--- config.mk ---
export PLATFORM = sky130hd
export DESIGN_NAME = morse_rx_flat
export DESIGN_NICKNAME = d
export VERILOG_FILES = /design/src/rtl/morse_rx_if.sv /design/src/rtl/morse_rx.sv /design/src/flat_wrapper.sv
export SDC_FILE = /design/constraint.sdc
export NUM_CORES = 1
export LEC_CHECK = 0
export CELL_PAD_IN_SITES_DETAIL_PLACEMENT = 1
export CELL_PAD_IN_SITES_GLOBAL_PLACEMENT = 1
export CORE_MARGIN = 2
export CORE_UTILIZATION = 44
export DETAILED_ROUTE_END_ITERATION = 10
export GPL_ROUTABILITY_DRIVEN = 0
export PLACE_DENSITY_LB_ADDON = 0.1
export SETUP_SLACK_MARGIN = 0.5
export SKIP_CTS_REPAIR_TIMING = 1
export SKIP_LAST_GASP = 1
export SLEW_MARGIN = 20
export SYNTH_ARGS = -nofsm -noshare
export SYNTH_HDL_FRONTEND = slang
export SYNTH_SLANG_ARGS = --single-unit
export TNS_END_PERCENT = 50
--- constraint.sdc ---
create_clock -name ClockIn -period 2.1 [get_ports ClockIn]
set_input_delay 0.42 -clock ClockIn [delete_from_list [all_inputs] [get_ports ClockIn]]
set_output_delay 0.42 -clock ClockIn [all_outputs]
set_load 0.02 [all_outputs]
--- src/rtl/morse_rx_if.sv ---
// rtl/morse_rx_if.sv - strobe/data input pair and decode results of the Morse receiver
interface morse_rx_if;
  logic       Arm;
  logic       DotDashIn;
  logic       NewBitIn;
  logic [2:0] Letter;
  logic       Valid;
  logic       Error;
  logic [1:0] ErrCode;
  logic       Busy;
  logic [3:0] BitCount;

  modport master (
    output Arm, DotDashIn, NewBitIn,
    input  Letter, Valid, Error, ErrCode, Busy, BitCount
  );

  modport slave (
    input  Arm, DotDashIn, NewBitIn,
    output Letter, Valid, Error, ErrCode, Busy, BitCount
  );
endinterface

--- src/rtl/morse_rx.sv ---
// rtl/morse_rx.sv - captures a 12-bit flash frame and decodes it to a 3-bit letter code
module morse_rx #(
  parameter int CLOCK_FREQUENCY = 500
) (
  input  logic        ClockIn,
  input  logic        Reset,
  morse_rx_if.slave   bus
);

  localparam int TW = $clog2(CLOCK_FREQUENCY) + 1;
  localparam logic [TW-1:0] TIMER_LOAD = TW'(CLOCK_FREQUENCY);

  typedef enum logic [1:0] {IDLE, CAPTURE, DECODE} state_t;

  state_t        state;
  logic [11:0]   shift;
  logic [TW-1:0] timer;
  logic [2:0]    code;
  logic          hit;

  always_comb begin
    code = 3'd0;
    hit  = 1'b1;
    case (shift)
      12'b101110000000: code = 3'd0;
      12'b111010101000: code = 3'd1;
      12'b111010111010: code = 3'd2;
      12'b111010100000: code = 3'd3;
      12'b100000000000: code = 3'd4;
      12'b010101110100: code = 3'd5;
      12'b111011101000: code = 3'd6;
      12'b101010100000: code = 3'd7;
      default:          hit  = 1'b0;
    endcase
  end

  assign bus.Busy = (state == CAPTURE) || (state == DECODE);

  always_ff @(posedge ClockIn or negedge Reset) begin
    if (!Reset) begin
      state        <= IDLE;
      shift        <= '0;
      timer        <= '0;
      bus.Letter   <= 3'd0;
      bus.Valid    <= 1'b0;
      bus.Error    <= 1'b0;
      bus.ErrCode  <= 2'b00;
      bus.BitCount <= 4'd0;
    end else begin
      bus.Valid <= 1'b0;
      bus.Error <= 1'b0;
      case (state)
        IDLE, CAPTURE: begin
          // Arm restarts the frame and swallows any strobe in the same cycle
          if (bus.Arm) begin
            shift        <= '0;
            bus.BitCount <= 4'd0;
            timer        <= TIMER_LOAD;
            state        <= CAPTURE;
          end else if (state == CAPTURE) begin
            if (bus.NewBitIn) begin
              shift        <= {shift[10:0], bus.DotDashIn};
              bus.BitCount <= bus.BitCount + 4'd1;
              timer        <= TIMER_LOAD;
              if (bus.BitCount == 4'd11)
                state <= DECODE;
            end else if (timer == TW'(1)) begin
              timer        <= '0;
              bus.Error    <= 1'b1;
              bus.ErrCode  <= 2'b10;
              bus.BitCount <= 4'd0;
              state        <= IDLE;
            end else begin
              timer <= timer - TW'(1);
            end
          end
        end
        DECODE: begin
          if (hit) begin
            bus.Valid   <= 1'b1;
            bus.Letter  <= code;
            bus.ErrCode <= 2'b00;
          end else begin
            bus.Error   <= 1'b1;
            bus.ErrCode <= 2'b01;
          end
          state <= IDLE;
        end
        default: state <= IDLE;
      endcase
    end
  end

endmodule

--- src/flat_wrapper.sv ---
// flat-port wrapper written by rule: the top's interface ports become plain ports
module morse_rx_flat 
#(
  parameter int CLOCK_FREQUENCY = 500
)
  (ClockIn, Reset, bus_Arm, bus_DotDashIn, bus_NewBitIn, bus_Letter, bus_Valid, bus_Error, bus_ErrCode, bus_Busy, bus_BitCount);
  morse_rx_if bus_i ();
  input  logic ClockIn;
  input  logic Reset;
  input wire logic [$bits(bus_i.Arm)-1:0] bus_Arm;
  input wire logic [$bits(bus_i.DotDashIn)-1:0] bus_DotDashIn;
  input wire logic [$bits(bus_i.NewBitIn)-1:0] bus_NewBitIn;
  output wire logic [$bits(bus_i.Letter)-1:0] bus_Letter;
  output wire logic [$bits(bus_i.Valid)-1:0] bus_Valid;
  output wire logic [$bits(bus_i.Error)-1:0] bus_Error;
  output wire logic [$bits(bus_i.ErrCode)-1:0] bus_ErrCode;
  output wire logic [$bits(bus_i.Busy)-1:0] bus_Busy;
  output wire logic [$bits(bus_i.BitCount)-1:0] bus_BitCount;
  assign bus_i.Arm = bus_Arm;
  assign bus_i.DotDashIn = bus_DotDashIn;
  assign bus_i.NewBitIn = bus_NewBitIn;
  assign bus_Letter = bus_i.Letter;
  assign bus_Valid = bus_i.Valid;
  assign bus_Error = bus_i.Error;
  assign bus_ErrCode = bus_i.ErrCode;
  assign bus_Busy = bus_i.Busy;
  assign bus_BitCount = bus_i.BitCount;
  morse_rx #(.CLOCK_FREQUENCY(CLOCK_FREQUENCY)) u_core (.ClockIn(ClockIn), .Reset(Reset), .bus(bus_i));
endmodule
; Word-level counts from Yosys, hierarchy flattened
; Index checks and enable logic that the tools add are counted.
[op_classes]
mul = 0
bitwise_logic = 0
order_cmp = 0
shifts = 0
muxes = 33
n_reduce_logical = 14
addsub = 2
div_mod_pow = 0
eq_ne = 19
[ops]
columns = op, n
row1 = $eq A12 B12 Y1 const B, 7
row2 = $mux W10, 4
row3 = $mux W12, 3
row4 = $pmux W3 S7, 1
row5 = $mux W2, 10
row6 = $mux W4, 4
row7 = $eq A12 B11 Y1 const B, 1
row8 = $eq A10 B1 Y1 const B, 1
row9 = $sub A10 B1 Y10 const B, 1
row10 = $mux W1, 9
row11 = $reduce_and A3 Y1, 3
row12 = $ne A4 B3 Y1 const B, 2
row13 = $reduce_or A8 Y1, 1
row14 = $reduce_bool A2 Y1, 3
row15 = $reduce_and A5 Y1, 1
row16 = $add A4 B1 Y4 const B, 1
row17 = $eq A4 B4 Y1 const B, 1
row18 = $ne A2 B1 Y1 const B, 2
row19 = $ne A2 B2 Y1 const B, 2
row20 = $pmux W2 S2, 1
row21 = $reduce_and A2 Y1, 2
row22 = $ne A3 B2 Y1 const B, 1
row23 = $reduce_bool A3 Y1, 1
row24 = $eq A2 B1 Y1 const B, 1
row25 = 5 further kinds, 5
[totals]
mem_bits_ro = 0
mem_count = 0
in_bits = 5
latchBits = 0
ram_bits = 0
regBits = 35
out_inout_bits = 12

; Logic depth before layout (Yosys ltp)
; Gate-level depths: netlist of run 1.
[logic_depth]
ltp_word = 6
depth_mapped = 8

; Worst setup path before layout of run 1
; No wires, ideal clock.
[synth_path]
path_type = reg-to-reg
from = reg u_core.shift[2]
to = reg u_core.bus.Letter[1]
t_arrival_ps = 1807
slack_ps = 220
setup_time_ps = 73
path_stages_with_launch = 6
n_path_buf = 0
path_cell_list = dfrtp_1 -> or4_4 -> or3_1 -> and4_4 -> a21oi_4 -> a2bb2oi_2
[synth_via]
elab_chain_len = 4
[synth_lines]
columns = element, line
row1 = "start, declared", morse_rx.sv:16  ; logic [11:0] shift;
row2 = "start signal, assigned", morse_rx.sv:62  ; shift <= {shift[10:0], bus.DotDashIn};
row3 = $eq A12 B12 Y1 / $eq A12 B11 Y1 (equally long branches), morse_rx.sv:24  ; case (shift)
row4 = $reduce_or A8 Y1 (no line), n/a
row5 = $mux W1, morse_rx.sv:24
row6 = $reduce_and A2 Y1 (no line), n/a
row7 = "end signal, assigned", morse_rx.sv:81  ; bus.Letter <= code;
row8 = "end, declared", morse_rx_if.sv:20  ; output Letter, Valid, Error, ErrCode, Busy, BitCount
; Parallel ways exist; a longest one is shown, timed or not.
; A chain may end at the register's enable or synchronous reset.

; Worst setup path in the final report of run 1
[layout_path]
from = reg u_core.shift[1]
to = reg u_core.bus.Letter[0]
; The elaborated chain is that of the path after synthesis.

==> results.toml, run 1 <==
[outcome]
status = "finished, final reports clean"

[hold_path]
worstHoldPathType = "reg2reg"
min_to = "u_core.bus.Letter[0]"
whs_path_depth = 2
hold_start = "u_core.bus.Letter[0]"

[sta]
rsz0062_at_grt = "true"
slew-limit-headroom = 0.6964
fin_crit_sh = 0.9141
tightest_slew_ns = 0.4537
layout_setup_ws_ns = 0.1803
clock_skew_ns = 0.01303
setup_viol = 0
fin_crit_ns = 1.920
hold_viol_final = 0
fmax_mhz = 520.9
drv_slew = 0
worst_hold_slack_ns = 0.5088

[layout]
antenna_cells = 0
finalInstanceArea_mm2 = 0.002404
drive_gt1_frac = 0.2379
fin_nets = 238
multiInputGateArea_mm2 = 0.001047
syn_to_final_growth_pct = 27.73
n_fill_cell = 466
regArea_um2 = 880.8

[floorplanning]
num_io_pins = 17
num_rows = 23
core_mm2 = 0.004058
design.die.area_mm2 = 0.004816
initial_utilization = 0.4638
die_x_um = 69.40
fp.dieH_um = 69.40

[power]
ir_drop_v = 0.0006410
leakage_nw = 1.031
power_density_mw_per_mm2 = 1053

[synth]
synth.distinct_cells = 42
synth-edff-count = 0
async_reset_ff_frac = 1.000
yosys.cell_count.top_type = "dfrtp_1"
synth_top_area_share = 0.4654
syn_nets = 206
synthTopCellsByArea = "dfrtp_1 (47%), o21ai_0 (5.6%), a22o_1 (5.6%)"
synth_commonest_cells = "dfrtp_1 (35), o21ai_0 (21), nand2_1 (15), nor2_1 (15), a22o_1 (12)"
synth_area_mm2 = 0.001882
synth_top_area_cell = "dfrtp_1"
yosysWarnings = 0
syn_inst = 194
syn_avg_cell_area_um2 = 9.700
seq_area_frac_synth = 0.4654
ys_seq_elements = 35
ys_dominant_reg_cell = "dfrtp_1"

[detailed_routing]
vias = 1715
drt-wirelength-per-cell_um = 19.68
via_per_inst = 6.191
first_iter_violations = 119
drt-pass1-iter-count = 4
ant_nets = 0
drt_wl_total_mm = 5.451
drc = 0

[place]
place_ws_ns = -0.07771
dp_hpwl_mm = 3.549
placed_cell_area_mm2 = 0.002132
port_buffers = 16

[critical_path]
path_max_fanout = 4
cp.arrival_ns = 2.10
crit_path_start_kind = "flop"
crit_path_start = "u_core.shift[1]"
crit_type = "reg2reg"
required_ns = 2.28
reg2reg_slack_ns = 0.18
regToRegEndpoint = "u_core.bus.Letter[0]"
r2r_cells = 5
worstSetupEndpointType = "flop"
rr_startpoint = "u_core.shift[1]"

[global_route]
grt_antenna_before_repair = 0
busiest_layer = "met2"
grt_pass1_wl_mm = 8.280
grtUsageMet1 = 0.2588
use_met3 = 0.04360
grt_util_met2 = 0.3771
grt_use_total = 0.2137
grt_max_degree = 36
overflow = 0
first_global_vias = 1702

[clocking]
cts_max_path_buffers = 2
clk_pin_slew_worst_paths_ns = 0.08
cts_buffers = 5
clock_sinks = 35
cts_root_buffer = "clkbuf_8"
htreeDepth = 2
clock_latency_ns = 0.30
cts_tree = "done"

[flow_run]
cap_violations = 0
-- sequential cells by signal, summed over array words and instances, names as in the netlist --
name                 count
u_core.shift            12
u_core.timer            10
u_core.bus.BitCount      4
u_core.bus.Letter        3
u_core.bus.ErrCode       2
u_core.state             2
u_core.bus.Error         1
u_core.bus.Valid         1
-- report_power, final --
| group | switching [mW] | internal [mW] | total, mW |
|---|---|---|---|
| combinational | 0.582 | 0.409 | 0.991 |
| clock | 0.276 | 0.353 | 0.630 |
| sequential | 0.130 | 0.780 | 0.909 |
-- worst max path at each step --
stage,end,slack [ns]
global placement,u_core.bus.BitCount[0],0.005
floorplan,u_core.bus.Letter[1],0.31
finish,u_core.bus.Letter[0],0.18
detailed placement,u_core.bus.BitCount[0],-0.08
CTS,bus_Busy,-0.007
global route,u_core.bus.Letter[1],0.11
-- metal layers --
metal / routed length [µm] / vias up
li1: - / 787
met1: 2280 / 879
met2: 2878 / 36
met3: 181 / 13
met4: 112 / 0
met5: 0 / -
-- metrics by stage --
| stage | power, mW | std cells | TNS [ns] | util |
|---|---|---|---|---|
| 2_1_floorplan | 1.405 | 194 | 0 | - |
| 4_1_cts | 2.391 | 268 | -0.006631 | 0.5532 |
| 3_3_place_gp | 1.697 | 260 | 0 | 0.5254 |
| 5_1_grt | 2.665 | 277 | 0 | 0.5924 |
| 3_5_place_dp | 1.759 | 260 | -0.5397 | 0.5254 |
| 6_report | 2.530 | 277 | 0 | 0.5924 |
-- placed cells by master (no fill, tap or decap), types with 7 or more instances in the layout --
master	Yosys	routed
a21oi_1	9	9
a22o_1	12	12
buf_4	0	15
clkdlybuf4s50_1	0	15
dfrtp_1	35	31
nand2_1	15	14
nand3_1	7	7
nor2_1	15	14
nor3_1	10	7
o21ai_0	21	20
-- area by class of cell --
| type | instances | share of cell area |
|---|---|---|
| Clock buffer | 5 | 0.02863 |
| Clock inverter | 3 | 0.01822 |
| Inverter | 7 | 0.01093 |
| Multi-Input combinational cell | 146 | 0.4357 |
| Sequential cell | 35 | 0.3665 |
| Tap cell | 50 | 0.02603 |
| Timing Repair Buffer | 31 | 0.1140 |
-- critical path: stages (launching register included) --
cell     delay (ns)
dfrtp_2        0.44
or4_4          0.55
or3_4          0.35
and4_4         0.22
a21oi_4        0.15
o21ai_1        0.08
-- logic make-up (layout without fill, tap and decap cells) --
logic type / count (synthesis) / count (layout) / share of synthesized area
compound gates: 53 / 53 / 0.1935
xor+xnor: 2 / 2 / 0.009310
fa+ha+maj: 7 / 7 / 0.04654
buf+inv: 13 / 46 / 0.02593
flops: 35 / 35 / 0.4654
mux: 2 / 2 / 0.01130
simple gates: 82 / 82 / 0.2480
Note: power is estimated with default switching activity, not from simulation.
==> run 2: changes to the inputs <==
CORE_UTILIZATION = 46   (was 44)
CTS_BUF_LIST = sky130_fd_sc_hd__clkbuf_8   (was unset)
RECOVER_POWER = 25   (was unset)
==> run 2 against run 1 <==
- non-clock buffer count decreased by 1
- setup slack improved by 0.022 ns
- sequential share of layout area decreased by 0.38 points
- sequential power decreased by 0.6%
- combinational power about the same
- final cell count decreased by 0.36%
- highest routed layer unchanged
- design area increased by 1.0%
==> results.toml, run 2 (synthesized netlist as in run 1, its figures left out) <==
[clocking]
htreeDepth = 2
clock_sinks = 35
cts_max_path_buffers = 2
cts_root_buffer = "clkbuf_8"
clk_pin_slew_worst_paths_ns = 0.08
cts_buffers = 5
clock_latency_ns = 0.30
cts_tree = "done"

[floorplanning]
num_io_pins = 17
die_x_um = 67.96
num_rows = 23
fp.dieH_um = 67.96
initial_utilization = 0.4739
design.die.area_mm2 = 0.004619
core_mm2 = 0.003971

[critical_path]
required_ns = 2.33
crit_chain = "or4_4, or3_4, and4_4, a21oi_4, a2bb2oi_2"
crit_type = "reg2reg"
slowest_stage = "or4_4"
cp_top_family = "simple AND/OR/NAND/NOR gates"
cp.arrival_ns = 2.13
cpPeakStageDelay_ns = 0.54
path_max_fanout = 6
worstSetupEndpointType = "flop"
cp.buffers_inverters = 0
crit_path_start_kind = "flop"

[place]
port_buffers = 16
dp_hpwl_mm = 3.342
place_ws_ns = -0.06215
placed_cell_area_mm2 = 0.002132

[sta]
fmax_mhz = 527.0
fin_crit_sh = 0.9037
hold_viol_final = 0
tightest_slew_ns = 0.8918
clock_skew_ns = 0.007419
drv_slew = 0
setup_viol = 0
layout_setup_ws_ns = 0.2023
rsz0062_at_grt = "true"
slew-limit-headroom = 0.4055
fin_crit_ns = 1.898

[layout]
largest_reg_flops = 12
regMostFlops = "u_core.shift"
finalInstanceArea_mm2 = 0.002429
syn_to_final_growth_pct = 29.06
antenna_cells = 0
n_fill_cell = 439
regArea_um2 = 880.8
final_util = 0.6115
reg.largest.list = "u_core.shift (12), u_core.timer (10), u_core.bus.BitCount (4)"
final_cell_mix = "dfrtp_1 (31), o21ai_0 (19), nor2_1 (14), clkdlybuf4s50_1 (14), nand2_1 (13)"
final_common_cell = "dfrtp_1"
fin_nets = 237
drive_gt1_frac = 0.2478
multiInputGateArea_mm2 = 0.001077

[global_route]
overflow = 0
grt_use_total = 0.2318
grt_max_degree = 36
grt_antenna_before_repair = 0
first_global_vias = 1630
grt_pass1_wl_mm = 7.928

[detailed_routing]
drt-wirelength-per-cell_um = 18.61
vias = 1656
drc = 0
ant_nets = 0
drt-pass1-iter-count = 3
first_iter_violations = 74
via_per_inst = 6.000
drt_wl_total_mm = 5.137

[power]
power_density_mw_per_mm2 = 1045
ir_drop_v = 0.0005399
total_power_mw = 2.537
leakage_nw = 1.046

[hold_path]
worstHoldPathType = "reg2reg"

[flow_run]
cap_violations = 0

[outcome]
status = "finished, final reports clean"
[run 2: layout make-up]
| type | count | area share |
|---|---|---|
| inverter | 7 | 0.01082 |
| clock buffer | 5 | 0.02834 |
| timing repair buffer | 30 | 0.1108 |
| multi-input combinational | 146 | 0.4436 |
| sequential | 35 | 0.3627 |
| tap | 50 | 0.02576 |
| clock inverter | 3 | 0.01803 |
[run 2: per-stage QoR]
stage,hold WS [ns],setup TNS (ns),cells
2_1_floorplan,0.1244,0,194
3_3_place_gp,0.4802,-0.009738,260
3_5_place_dp,0.4946,-0.2568,260
4_1_cts,0.5118,-0.05616,268
5_1_grt,0.5445,0,276
6_report,0.5045,0,276
[run 2: worst paths after layout]
path                                   endpoint  depth (start not counted)            startpoint  slack (ns)
max reg2reg                u_core.bus.Letter[1]                          5       u_core.shift[1]        0.20
min reg2reg                u_core.bus.Letter[2]                          2  u_core.bus.Letter[2]        0.50
max                        u_core.bus.Letter[1]                          5       u_core.shift[1]        0.20
max in group asynchronous       u_core.shift[2]                          2                 Reset        0.71
min                        u_core.bus.Letter[2]                          2  u_core.bus.Letter[2]        0.50
min in group asynchronous       u_core.timer[0]                          2                 Reset        0.77
[run 2: worst register-to-register path, cell delays in order, from the launching register on]
cell,delay (ns)
dfrtp_2,0.45
or4_4,0.54
or3_4,0.34
and4_4,0.21
a21oi_4,0.16
a2bb2oi_2,0.14
[run 2: power by group]
part / internal [mW] / total, mW / switching [mW]
combinational: 0.411 / 1.00 / 0.593
sequential: 0.781 / 0.904 / 0.123
clock: 0.354 / 0.629 / 0.275
[run 2: metal layers]
| layer | GRT usage | share of wire | routed length, µm | vias to the layer above |
|---|---|---|---|---|
| met5 | 0 | 0 | 0 | - |
| met4 | 0.07500 | 0.016 | 81 | 0 |
| met3 | 0.04441 | 0.023 | 117 | 7 |
| met2 | 0.3859 | 0.49 | 2509 | 21 |
| met1 | 0.3033 | 0.47 | 2428 | 841 |
| li1 | - | - | - | 787 |
==> edit (flow settings as in run 1) <==
Re-encode `state_t` (3 states) as one-hot, 3 bits wide.
--- a/src/rtl/morse_rx.sv
+++ b/src/rtl/morse_rx.sv
@@ -10,7 +10,7 @@
   localparam int TW = $clog2(CLOCK_FREQUENCY) + 1;
   localparam logic [TW-1:0] TIMER_LOAD = TW'(CLOCK_FREQUENCY);
 
-  typedef enum logic [1:0] {IDLE, CAPTURE, DECODE} state_t;
+  typedef enum logic [2:0] {IDLE = 3'b001, CAPTURE = 3'b010, DECODE = 3'b100} state_t;
 
   state_t        state;
   logic [11:0]   shift;
Function: no difference found for any inputs over 10 cycles, from zero or initial values and one cycle with Reset low; not proved beyond that.
==> edit against run 1 <==
- worst hold slack better by 0.0092 ns
- setup slack worse by 0.10 ns
- power is 5.9% lower
- global-route usage is 3.4 points higher
- synthesized cell count is 11% higher
- routed wire length is 42% higher
- clock power is 4.8% higher
- cell area is 20% higher
- sequential power is 0.9% lower
- area after synthesis is 10% higher
- sequential cell count is 1 higher
- clock skew is 0.0026 ns lower
==> edit: results <==
{
  "synth.top_cells.by_area": "dfrtp_1 42%, o21ai_0 5.3%, a22o_1 5.1%",
  "cap_viol_max_count": 0,
  "status": "finished, final reports clean",
  "synth_common_cells": "35 x dfrtp_1, 22 x o21ai_0, 15 x nor2_1",
  "synth.avg_cell_area_sq_um": 9.637,
  "cpPeakStageDelay_ns": 0.61,
  "drive_gt1_frac": 0.3408,
  "grt_use_total": 0.2480,
  "finClkSkew_ns": 0.01040,
  "nNetsFinal": 274,
  "path_delay_family": "simple AND/OR/NAND/NOR gates",
  "synth_top_area_cell": "dfrtp_1",
  "r2r_slack_ns": 0.08,
  "port_buffers": 16,
  "grt_pass1_wl_um": 10250,
  "reg_top3": "u_core.shift: 12 flops, u_core.timer: 10 flops, u_core.bus.BitCount: 4 flops",
  "syn_nets": 223,
  "synthArstFlopShare": 1.000,
  "first_pass_iters": 4,
  "drt-total-wl_um": 7733,
  "p_leak_nw": 1.306,
  "numCtsBuffers": 5,
  "diodes": 0,
  "reg2reg_to": "u_core.bus.ErrCode[0]$_DFFE_PN0P_",
  "hold_path_class": "in2async",
  "crit_arrival_ns": 2.22,
  "grt_max_degree": 37,
  "wl_per_cell_um": 24.24,
  "crit_fanout": 3,
  "worst_slew_pin_slew_ns": 0.6365,
  "reg2reg_depth": 6,
  "insertion_delay_ns": 0.31,
  "timing.rr.start": "u_core.shift[5]$_DFFE_PN0P_",
  "sw_frac_of_total": 0.3753,
  "dp.cells": 289,
  "yosysSeqAreaShare": 0.4354,
  "antenna_found_initial": 0,
  "cpMaxStageDelayCell": "or4b_4",
  "first_global_vias": 1980,
  "hpwlAfterDp_um": 4230,
  "path_clk_slew_ns": 0.09,
  "drt-initial-drc-count": 191,
  "vdd_drop_max_uv": 500.3,
  "vias": 2126,
  "ys_types": 53,
  "clockBufferDepth": 2
}
==> edit: how the worst max path moves through the flow <==
stage / startpoint / endpoint / slack (ns)
2_1_floorplan: u_core.shift[4]$_DFFE_PN0P_ / u_core.bus.Letter[1]$_DFFE_PN0P_ / 0.29
3_3_place_gp: bus_Arm / u_core.timer[9]$_DFFE_PN0P_ / 0.13
3_5_place_dp: bus_Arm / u_core.timer[9]$_DFFE_PN0P_ / 0.09
4_1_cts: u_core.state[2]$_DFFE_PN0P_ / bus_Busy / -0.03
5_1_grt: u_core.shift[5]$_DFFE_PN0P_ / u_core.bus.Letter[1]$_DFFE_PN0P_ / 0.02
6_report: u_core.shift[5]$_DFFE_PN0P_ / u_core.bus.ErrCode[0]$_DFFE_PN0P_ / 0.08
==> edit: cell type report <==
cell class                      count  area [sq um]
Clock buffer                        5         68.82
Timing Repair Buffer               55         483.0
Tap cell                           52         65.06
Multi-Input combinational cell    162          1289
Clock inverter                      3         46.29
Sequential cell                    36         913.4
Inverter                            6         22.52
Fill cell                         463          1556
==> edit: logic make-up (layout without fill, tap and decap cells) <==
family | after synthesis | after routing | synth area share
and+or+nand+nor | 81 | 81 | 0.2488
AOI/OAI and AO/OA | 74 | 75 | 0.2470
DFF | 36 | 36 | 0.4354
buffers and inverters | 18 | 69 | 0.03804
adders and majority gates | 3 | 3 | 0.01812
xor gates and xnor gates | 3 | 3 | 0.01268
==> edit: metrics by stage <==
step | worst slack (ns) | hold slack, ns | cell area, sq um
after CTS | -0.03081 | 0.5254 | 2500
after detailed placement | 0.09479 | 0.5071 | 2385
after global placement | 0.1335 | 0.4861 | 2385
after floorplan | 0.2944 | 0.1244 | 2092
final | 0.07838 | 0.5181 | 2888
after global routing | 0.01980 | 0.5473 | 2888
==> edit: worst reg2reg max path: cells and delay by family, from the launching register on <==
| kind | cells | cell delay (ns) |
|---|---|---|
| compound gates | 2 | 0.29 |
| buf+inv | 1 | 0.18 |
| flops | 1 | 0.42 |
| simple gates | 3 | 1.03 |
==> edit: power by group through the flow <==
stage | Combinational, mW | Clock, mW | Sequential, mW
6_report | 0.821 | 0.660 | 0.901
5_1_grt | 0.885 | 0.695 | 0.910
4_1_cts | 0.554 | 0.652 | 0.884
3_5_place_dp | 0.544 | 0 | 0.896
3_3_place_gp | 0.516 | 0 | 0.887
2_1_floorplan | 0.313 | 0 | 0.883
==> edit: routing by layer <==
metal  up-vias  part of all wire  track usage  wire [um]
li1        930                 -            -          -
met1      1095              0.44       0.3535       3430
met2        83              0.48       0.3889       3740
met3        18             0.049      0.04834        382
met4         0             0.023      0.06173        180
met5         -                 0            0          0
